`src/rtl/dispatch_stage.sv`:
```
// Dispatch stage: resolves source operands against a register scoreboard with
// writeback bypass, assigns ROB IDs and issues one instruction per cycle.
module dispatch_stage #(
   parameter int unsigned REG_ADDRESS_SIZE = 5,
   parameter int unsigned REG_SIZE         = 32,
   parameter int unsigned ID_SIZE          = 3,
   parameter int unsigned NUM_FU           = 2
) (
   input  logic                        clk,
   input  logic                        reset,
   input  logic                        in_valid,
   input  logic [REG_ADDRESS_SIZE-1:0] in_r1,
   input  logic [REG_ADDRESS_SIZE-1:0] in_r2,
   input  logic                        in_ie,
   input  logic [REG_SIZE-1:0]         in_immediate,
   input  logic [REG_ADDRESS_SIZE-1:0] in_dest,
   input  logic                        in_we,
   input  logic [NUM_FU-1:0]           in_fu,
   input  logic [REG_SIZE-1:0]         rf_data1,
   input  logic [REG_SIZE-1:0]         rf_data2,
   input  logic                        wb_valid,
   input  logic [ID_SIZE-1:0]          wb_id,
   input  logic [REG_SIZE-1:0]         wb_value,
   input  logic [NUM_FU-1:0]           fu_stall,
   input  logic                        rob_stall,
   input  logic                        flush,
   input  logic [ID_SIZE-1:0]          flush_tail,
   output logic                        out_valid,
   output logic [REG_SIZE-1:0]         out_operand1,
   output logic [REG_SIZE-1:0]         out_operand2,
   output logic [REG_ADDRESS_SIZE-1:0] out_dest,
   output logic                        out_we,
   output logic [NUM_FU-1:0]           out_fu,
   output logic [ID_SIZE-1:0]          out_id,
   output logic                        stall,
   output logic [ID_SIZE-1:0]          tail
);

   localparam int unsigned NUM_REGS = 1 << REG_ADDRESS_SIZE;

   logic [NUM_REGS-1:0] r_pending;
   logic [ID_SIZE-1:0]  r_producer [NUM_REGS];

   logic [NUM_REGS-1:0] w_pending_nxt;
   logic                w_pend1;
   logic                w_pend2;
   logic                w_haz1;
   logic                w_haz2;
   logic [REG_SIZE-1:0] w_opnd1;
   logic [REG_SIZE-1:0] w_opnd2;
   logic                w_fu_onehot;
   logic                w_fu_busy;
   logic                w_fire;
   logic                w_set;

   // Operand resolution: a pending source is usable only if its producer writes back now
   always_comb begin
      w_pend1 = r_pending[in_r1];
      w_pend2 = r_pending[in_r2] & ~in_ie;
      w_haz1  = w_pend1 & ~(wb_valid & (wb_id == r_producer[in_r1]));
      w_haz2  = w_pend2 & ~(wb_valid & (wb_id == r_producer[in_r2]));
      w_opnd1 = w_pend1 ? wb_value : rf_data1;
      if (in_ie) begin
         w_opnd2 = in_immediate;
      end else begin
         w_opnd2 = w_pend2 ? wb_value : rf_data2;
      end
   end

   always_comb begin
      w_fu_onehot = (in_fu != '0) && ((in_fu & (in_fu - NUM_FU'(1))) == '0);
      w_fu_busy   = |(in_fu & fu_stall);
      stall       = in_valid & (rob_stall | w_fu_busy | w_haz1 | w_haz2 | ~w_fu_onehot);
      w_fire      = in_valid & ~stall & ~flush;
      w_set       = w_fire & in_we & (in_dest != '0);
   end

   // Scoreboard next state: writeback clears, a new producer set wins, flush wipes all
   always_comb begin
      w_pending_nxt = r_pending;
      if (wb_valid) begin
         for (int unsigned i = 0; i < NUM_REGS; i++) begin
            if (r_producer[i] == wb_id) begin
               w_pending_nxt[i] = 1'b0;
            end
         end
      end
      if (w_set) begin
         w_pending_nxt[in_dest] = 1'b1;
      end
      if (flush) begin
         w_pending_nxt = '0;
      end
      w_pending_nxt[0] = 1'b0;
   end

   always_ff @(posedge clk or negedge reset) begin
      if (!reset) begin
         r_pending <= '0;
      end else begin
         r_pending <= w_pending_nxt;
      end
   end

   // Producer IDs are only meaningful while the pending bit is set
   always_ff @(posedge clk) begin
      if (w_set) begin
         r_producer[in_dest] <= tail;
      end
   end

   always_ff @(posedge clk or negedge reset) begin
      if (!reset) begin
         tail <= '0;
      end else if (flush) begin
         tail <= flush_tail;
      end else if (w_fire) begin
         tail <= tail + ID_SIZE'(1);
      end
   end

   always_ff @(posedge clk or negedge reset) begin
      if (!reset) begin
         out_valid    <= 1'b0;
         out_operand1 <= '0;
         out_operand2 <= '0;
         out_dest     <= '0;
         out_we       <= 1'b0;
         out_fu       <= '0;
         out_id       <= '0;
      end else begin
         out_valid <= w_fire;
         if (w_fire) begin
            out_operand1 <= w_opnd1;
            out_operand2 <= w_opnd2;
            out_dest     <= in_dest;
            out_we       <= in_we;
            out_fu       <= in_fu;
            out_id       <= tail;
         end
      end
   end

endmodule

```
`config.mk`:
```
export PLATFORM = sky130hd
export DESIGN_NAME = dispatch_stage
export DESIGN_NICKNAME = d
export VERILOG_FILES = /design/src/rtl/dispatch_stage.sv
export SDC_FILE = /design/constraint.sdc
export NUM_CORES = 1
export LEC_CHECK = 0
export ABC_AREA = 1
export CAP_MARGIN = 20
export CORE_ASPECT_RATIO = 1.4
export CORE_UTILIZATION = 40
export DETAILED_ROUTE_END_ITERATION = 10
export DONT_BUFFER_PORTS = 1
export PLACE_DENSITY = 0.59
export SLEW_MARGIN = 5
export SYNTH_ARGS = -nofsm -noshare
export SYNTH_HDL_FRONTEND = slang
export SYNTH_SLANG_ARGS = --single-unit
export TNS_END_PERCENT = 10
```
`constraint.sdc`:
```
create_clock -name clk -period 5 [get_ports clk]
set_clock_uncertainty 0.1 [all_clocks]
set_input_delay 0.5 -clock clk [delete_from_list [all_inputs] [get_ports clk]]
set_output_delay 0.5 -clock clk [all_outputs]
set_load 0.005 [all_outputs]
```
==> results of run 1 <==
routing by layer:
layer  vias up  routed length, um  track usage, %  share of wire [%]
met3       133               4210            6.74                9.7
met2       605              21100            47.2                 48
met1      5247              15900            33.2                 37
met5         -                 35               0              0.080
li1       5044                  -               -                  -
met4         6               2290            14.7                5.2
power by group:
group / switching [W] / internal, W / leakage [nW] / total [W]
sequential: 0.000201 / 0.00200 / 2.29 / 0.00220
clock: 0.000674 / 0.000902 / 0.340 / 0.00158
combinational: 0.000376 / 0.000215 / 2.93 / 0.000591
kinds of logic after synthesis:
logic type,count (synthesis),synth area share [%]
other cells,1,0.0312
simple gates,867,30.1
buf+inv,170,6.36
flops,206,46.9
xor+xnor,76,5.54
compound gates,210,11.0
fa+ha+maj,1,0.104
path summary, 6_finish.rpt:
| path | endpoint | slack, ns | cells past startpoint |
|---|---|---|---|
| worst max register to register | r_producer[4][0] | 1.78 | 17 |
| max in group asynchronous | r_pending[23] | 3.82 | 2 |
| worst min register to register | out_id[1] | 0.41 | 2 |
| worst max-delay path | r_producer[4][0] | 1.41 | 19 |
| min in group asynchronous | out_operand1[6] | 0.54 | 2 |
| worst min-delay path | tail[0] | 0.02 | 2 |
flip-flops by register name, indices dropped and copies added, names as in the netlist:
register,count
out_dest,5
out_fu,2
out_id,3
out_operand1,32
out_operand2,32
out_valid,1
out_we,1
r_pending,31
r_producer,96
tail,3
final cells by class:
cell class                 instances  share of cell area [%]
antenna                            4                  0.0779
clock buffer                      33                    5.10
clock inverter                     4                   0.195
inverter                          63                    1.84
multi-input combinational       1157                    43.9
sequential                       206                    43.9
tap                              380                    3.70
timing repair buffer              14                    1.34
cells in the final DEF (no fill, tap or decap), types with 3 or more instances in the layout:
| master | n |
|---|---|
| o41ai_1 | 21 |
| o21ai_1 | 4 |
| inv_1 | 55 |
| nor3_1 | 11 |
| dfrtp_1 | 110 |
| clkbuf_8 | 6 |
| nand3_1 | 208 |
| a211oi_1 | 4 |
| o221ai_1 | 10 |
| clkbuf_16 | 22 |
| inv_2 | 6 |
| o211ai_1 | 32 |
| xnor2_1 | 7 |
| nor2_1 | 96 |
| xor2_1 | 69 |
| o21a_1 | 4 |
| conb_1 | 3 |
| a31oi_1 | 36 |
| o22ai_1 | 6 |
| a21oi_1 | 47 |
| clkbuf_1 | 4 |
| o21ai_0 | 44 |
| nand2_1 | 519 |
| edfxtp_1 | 96 |
| buf_4 | 9 |
| nand4_1 | 21 |
| diode_2 | 4 |
worst max-delay path: stages:
cell,delay (ns)
inv_2,0.73
nand2_1,0.12
nand3_1,0.11
nand3_1,0.17
nand2_1,0.14
nand2_1,0.06
nand3_1,0.10
nand2_1,0.06
nand2_1,0.05
nand2_1,0.04
nor2_1,0.08
nand2_1,0.10
nand2_1,0.11
nand3_1,0.13
nor2_2,0.15
nand2_2,0.10
nor2_4,0.32
nand2_1,0.17
nor2_1,0.36
through the flow:
step / total power, W / setup WS (ns) / util [%] / cells / instance area [sq um]
2_1_floorplan: 0.00263 / 2.19 / - / 1533 / 12000
3_3_place_gp: 0.00277 / 1.02 / 41.1 / 1816 / 12100
3_5_place_dp: 0.00278 / 0.954 / 41.1 / 1816 / 12100
4_1_cts: 0.00437 / 1.48 / 43.7 / 1856 / 12800
5_1_grt: 0.00454 / 1.10 / 43.8 / 1861 / 12800
6_report: 0.00436 / 1.41 / 43.8 / 1861 / 12800
==> reports/metrics.yaml, run 1 <==
port_buffers: 0
clockRootBuffer: "clkbuf_16"
hold_path_class: "in -> reg"
coreArea_sq_mm: 0.0294
wire_per_inst_um: 23.4
slew_headroom_pct: 26.0
finalSetupViolations: 0
rsz0062_at_grt: "false"
critPathKind: "in -> reg"
cap_violations: 0
regToRegStartpoint: "r_producer[1][0]"
rows: 74
path_clk_slew_ns: 0.07
syn2layout_area_growth_pct: 6.87
tightest_slew_ns: 1.11
track_usage_pct: 28.2
multiInputGateArea_sq_mm: 0.00564
yosysSeqAreaShare_pct: 46.9
gp_congestion: 0.935
ys_types: 38
holdWs_ns: 0.0160
via_count: 11035
cts_setup_buffers: 0
regArea_sq_mm: 0.00564
cts_resized: 0
place_hpwl_mm: 30.4
drc: 0
ys_ff_latch: 206
avgSynthCellArea_sq_um: 7.85
ir_drop_v: 0.000279
drt-total-wl_mm: 43.5
fmax_mhz: 279
antenna_left: 0
cts_tree: "done"
layout-drive-gt1-share_pct: 3.99
htree_levels: 1
critPathRequiredTime_ns: 5.07
power_density_mw_per_mm2: 340
end_kind: "register"
grt_pass1_vias: 10932
min-delay-start: "flush"
maxSlewViolCount: 0
grt_pass1_wl_mm: 65.7
synthFlopType: "dfrtp_1"
critPathLaunchType: "input port"
grt_overflow: 0
startpoint: "in_r1[0]"
synth_area_leaders: "edfxtp_1 (24%), dfrtp_1 (23%), nand2_1 (16%)"
die-area_sq_mm: 0.0308
hold_viol: 0
crit_fanout: 66
yosysTopAreaCell: "edfxtp_1"
die_h_um: 207
post-synth-top-count-cell: "nand2_1"
dr.first_iter.drc_count: 794
die_x_um: 149
antenna_found_initial: 7
syn_area_sq_mm: 0.0120
cp.arrival_ns: 3.66
leakagePower_nw: 5.56
ioPinCount: 241
tns_ns: 0
post-route-min-period_ns: 3.59
fillCellCount: 2943
cts_buffers: 21
synth_edf_count: 96
fin_nets: 1625
viasPerCell: 5.93
fin_crit_sh_pct: 71.7
run_status: "finished clean"
synth_top_cells_by_count: "nand2_1 (519), nand3_1 (208), dfrtp_1 (110)"
ctsLongestPathBuffers: 3
syn_inst: 1531
yosysWarnings: 0
hold_buffers: 3
synthArstFlopShare_pct: 53.4
clock_sinks: 206
first_pass_iters: 5
grt_max_degree: 111
clock_latency_ns: 0.51
synth_top_area_share_pct: 24.0
start_util_pct: 41.0
Power figures use the tool's default switching activity.
==> run 2, diff against run 1 <==
==> constraint.sdc (replaced) <==
create_clock -name clk -period 3.5 [get_ports clk]
set_clock_uncertainty 0.1 [all_clocks]
set_input_delay 0.35 -clock clk [delete_from_list [all_inputs] [get_ports clk]]
set_output_delay 0.35 -clock clk [all_outputs]
set_load 0.005 [all_outputs]
==> run 2 against run 1 <==
Final cell count increased by 8.7%. Via count is 7.5% higher. Clock power is 70% higher. Critical path depth shrank 1. Non-clock buffer count up 157. First-iteration DRC count grew 20%. Combinational power is 98% higher. Total power increased by 61%. Final area up 13%. Sequential power up 44%. Sequential cell count unchanged.
==> reports/metrics.yaml, run 2 (synthesized netlist as in run 1, its figures left out) <==
run_status: "finished clean"
cp.depth: 18
cts_tree: "done"
cap_violations: 0
finalSetupViolations: 0
place_area_sq_mm: 0.0123
coreArea_sq_mm: 0.0294
critical_path.top_delay_family: "simple AND/OR/NAND/NOR gates"
critPathRequiredTime_ns: 3.86
max_stage_delay_ns: 0.57
rows: 74
cp_common_cell: "nand2_1"
clock_sinks: 206
die-area_sq_mm: 0.0308
tns_ns: 0
dp.cells: 1841
final_cell_mix: "nand2_1 (518), nand3_1 (207), dlygate4sd3_1 (123)"
fin_crit_sh_pct: 97.5
htree_levels: 1
gp_congestion: 0.989
grt_max_degree: 111
first_pass_iters: 5
post-route-min-period_ns: 3.41
cp.arrival_ns: 3.77
tightest_slew_ns: 0.796
critPathLaunchType: "register"
fin_nets: 1783
path_clk_slew_ns: 0.06
layout-drive-gt1-share_pct: 5.25
leakagePower_nw: 6.36
fin_cells: 2022
fillCellCount: 2798
top_register: "r_producer"
wl_met3_mm: 4.67
fin_util_pct: 49.7
ctsLongestPathBuffers: 3
clock_latency_ns: 0.54
viasPerCell: 5.87
ioPinCount: 241
start_util_pct: 41.0
met1_length_mm: 17.0
design_area_sq_mm: 0.0146
cts_buffers: 22
wl_met2_mm: 22.5
total_power_w: 0.00701
wire_per_inst_um: 23.2
cpMaxStageDelayCell: "dlygate4sd3_1"
via_count: 11862
port_buffers: 0
hold_viol: 0
track_usage_pct: 30.7
rsz0062_at_grt: "true"
die_x_um: 149
hold_path_class: "in -> reg"
reg_top3: "r_producer x96, out_operand1 x32, out_operand2 x32"
end_kind: "register"
grt_overflow: 0
fmax_mhz: 293
grt_pass1_vias: 12058
clockRootBuffer: "clkbuf_16"
path_buf_inv: 3
worstPathCellList: "nand2_1 > nand3_1 > nand3_1 > nand2_1 > nand2_1 > nand3_1 > nand3_1 > nand2_1 > nor2_1 > nand2_1 > nand2_1 > nand4_1 > nor2_4 > buf_6 > buf_16 > nor2_1 > a31oi_1 > dlygate4sd3_1"
drt-total-wl_mm: 46.9
antenna_found_initial: 3
grt_pass1_wl_mm: 71.3
rr_worst_depth: 18
maxSlewViolCount: 0
drc: 0
die_h_um: 207
dr.first_iter.drc_count: 950
hold_path_depth: 4
place_hpwl_mm: 31.5
slew_headroom_pct: 46.5
layout.cells.most_common: "nand2_1"
largest_reg_flops: 96
syn2layout_area_growth_pct: 21.3
antenna_left: 0
crit_fanout: 66
critPathKind: "reg -> reg"
ir_drop_v: 0.000398
power_density_mw_per_mm2: 481
top_layer: "met4"
[run 2: cell count changes in the layout (fill, tap and decap cells not counted), moves of 2 or more]
| cell | delta |
|---|---|
| dlygate4sd3_1 | +122 |
| clkbuf_8 | -5 |
| buf_12 | +3 |
| dlymetal6s4s_1 | +12 |
| clkinv_1 | +2 |
| buf_4 | +19 |
| clkinv_2 | +2 |
| bufinv_16 | +6 |
[run 2: final timing paths]
kind	from	endpoint	slack, ns
min in group asynchronous	reset	out_operand2[9]	0.32
worst max register to register	r_producer[1][2]	out_operand1[27]	0.09
worst min register to register	out_operand2[20]	out_operand2[20]	0.41
worst max-delay path	r_producer[1][2]	out_operand1[27]	0.09
max in group asynchronous	reset	r_pending[18]	2.44
worst min-delay path	rf_data2[30]	out_operand2[30]	0.008
[run 2: routing by layer]
metal / global-route usage (%) / vias up
li1: - / 5361
met1: 35.3 / 5658
met2: 51.0 / 688
met3: 7.58 / 155
met4: 18.1 / 0
met5: 0 / -
[run 2: worst register-to-register path, delay by kind of cell (launching register included)]
| family | cells | cell delay (ns) |
|---|---|---|
| compound gates | 1 | 0.17 |
| buf+inv | 3 | 0.98 |
| flops | 1 | 0.44 |
| simple gates | 14 | 1.64 |
[run 2: where the power goes]
| group | leakage, nW | total (W) | internal, W | switching (W) |
|---|---|---|---|---|
| registers | 2.29 | 0.00316 | 0.00285 | 0.000304 |
| logic | 3.66 | 0.00117 | 0.000553 | 0.000620 |
| clock network | 0.402 | 0.00268 | 0.00166 | 0.00102 |
[run 2: area by class of cell]
class | instances | area (sq um) | share of cell area, %
clock inverters | 13 | 216 | 1.48
flip-flops and latches | 206 | 5640 | 38.6
clock buffers | 27 | 601 | 4.12
diodes | 5 | 12.5 | 0.0858
well taps | 380 | 475 | 3.26
multi-input cells | 1157 | 5650 | 38.7
inverters | 63 | 236 | 1.62
repair buffers | 171 | 1760 | 12.1
[run 2: what timing repair did]
item,CTS,global route
hold endpoints to repair,213,0
buffers inserted,0,0
gates resized for setup,0,16
hold buffers,137,0
setup endpoints to repair,0,59
[run 2: stage by stage]
step | setup WS (ns) | hold WS (ns)
floorplan | 0.842 | -0.0456
global placement | 0.103 | -0.0426
detailed placement | 0.0355 | -0.0430
CTS | 0.138 | 0.00135
global route | -0.0484 | 0.00142
finish | 0.0883 | 0.00844
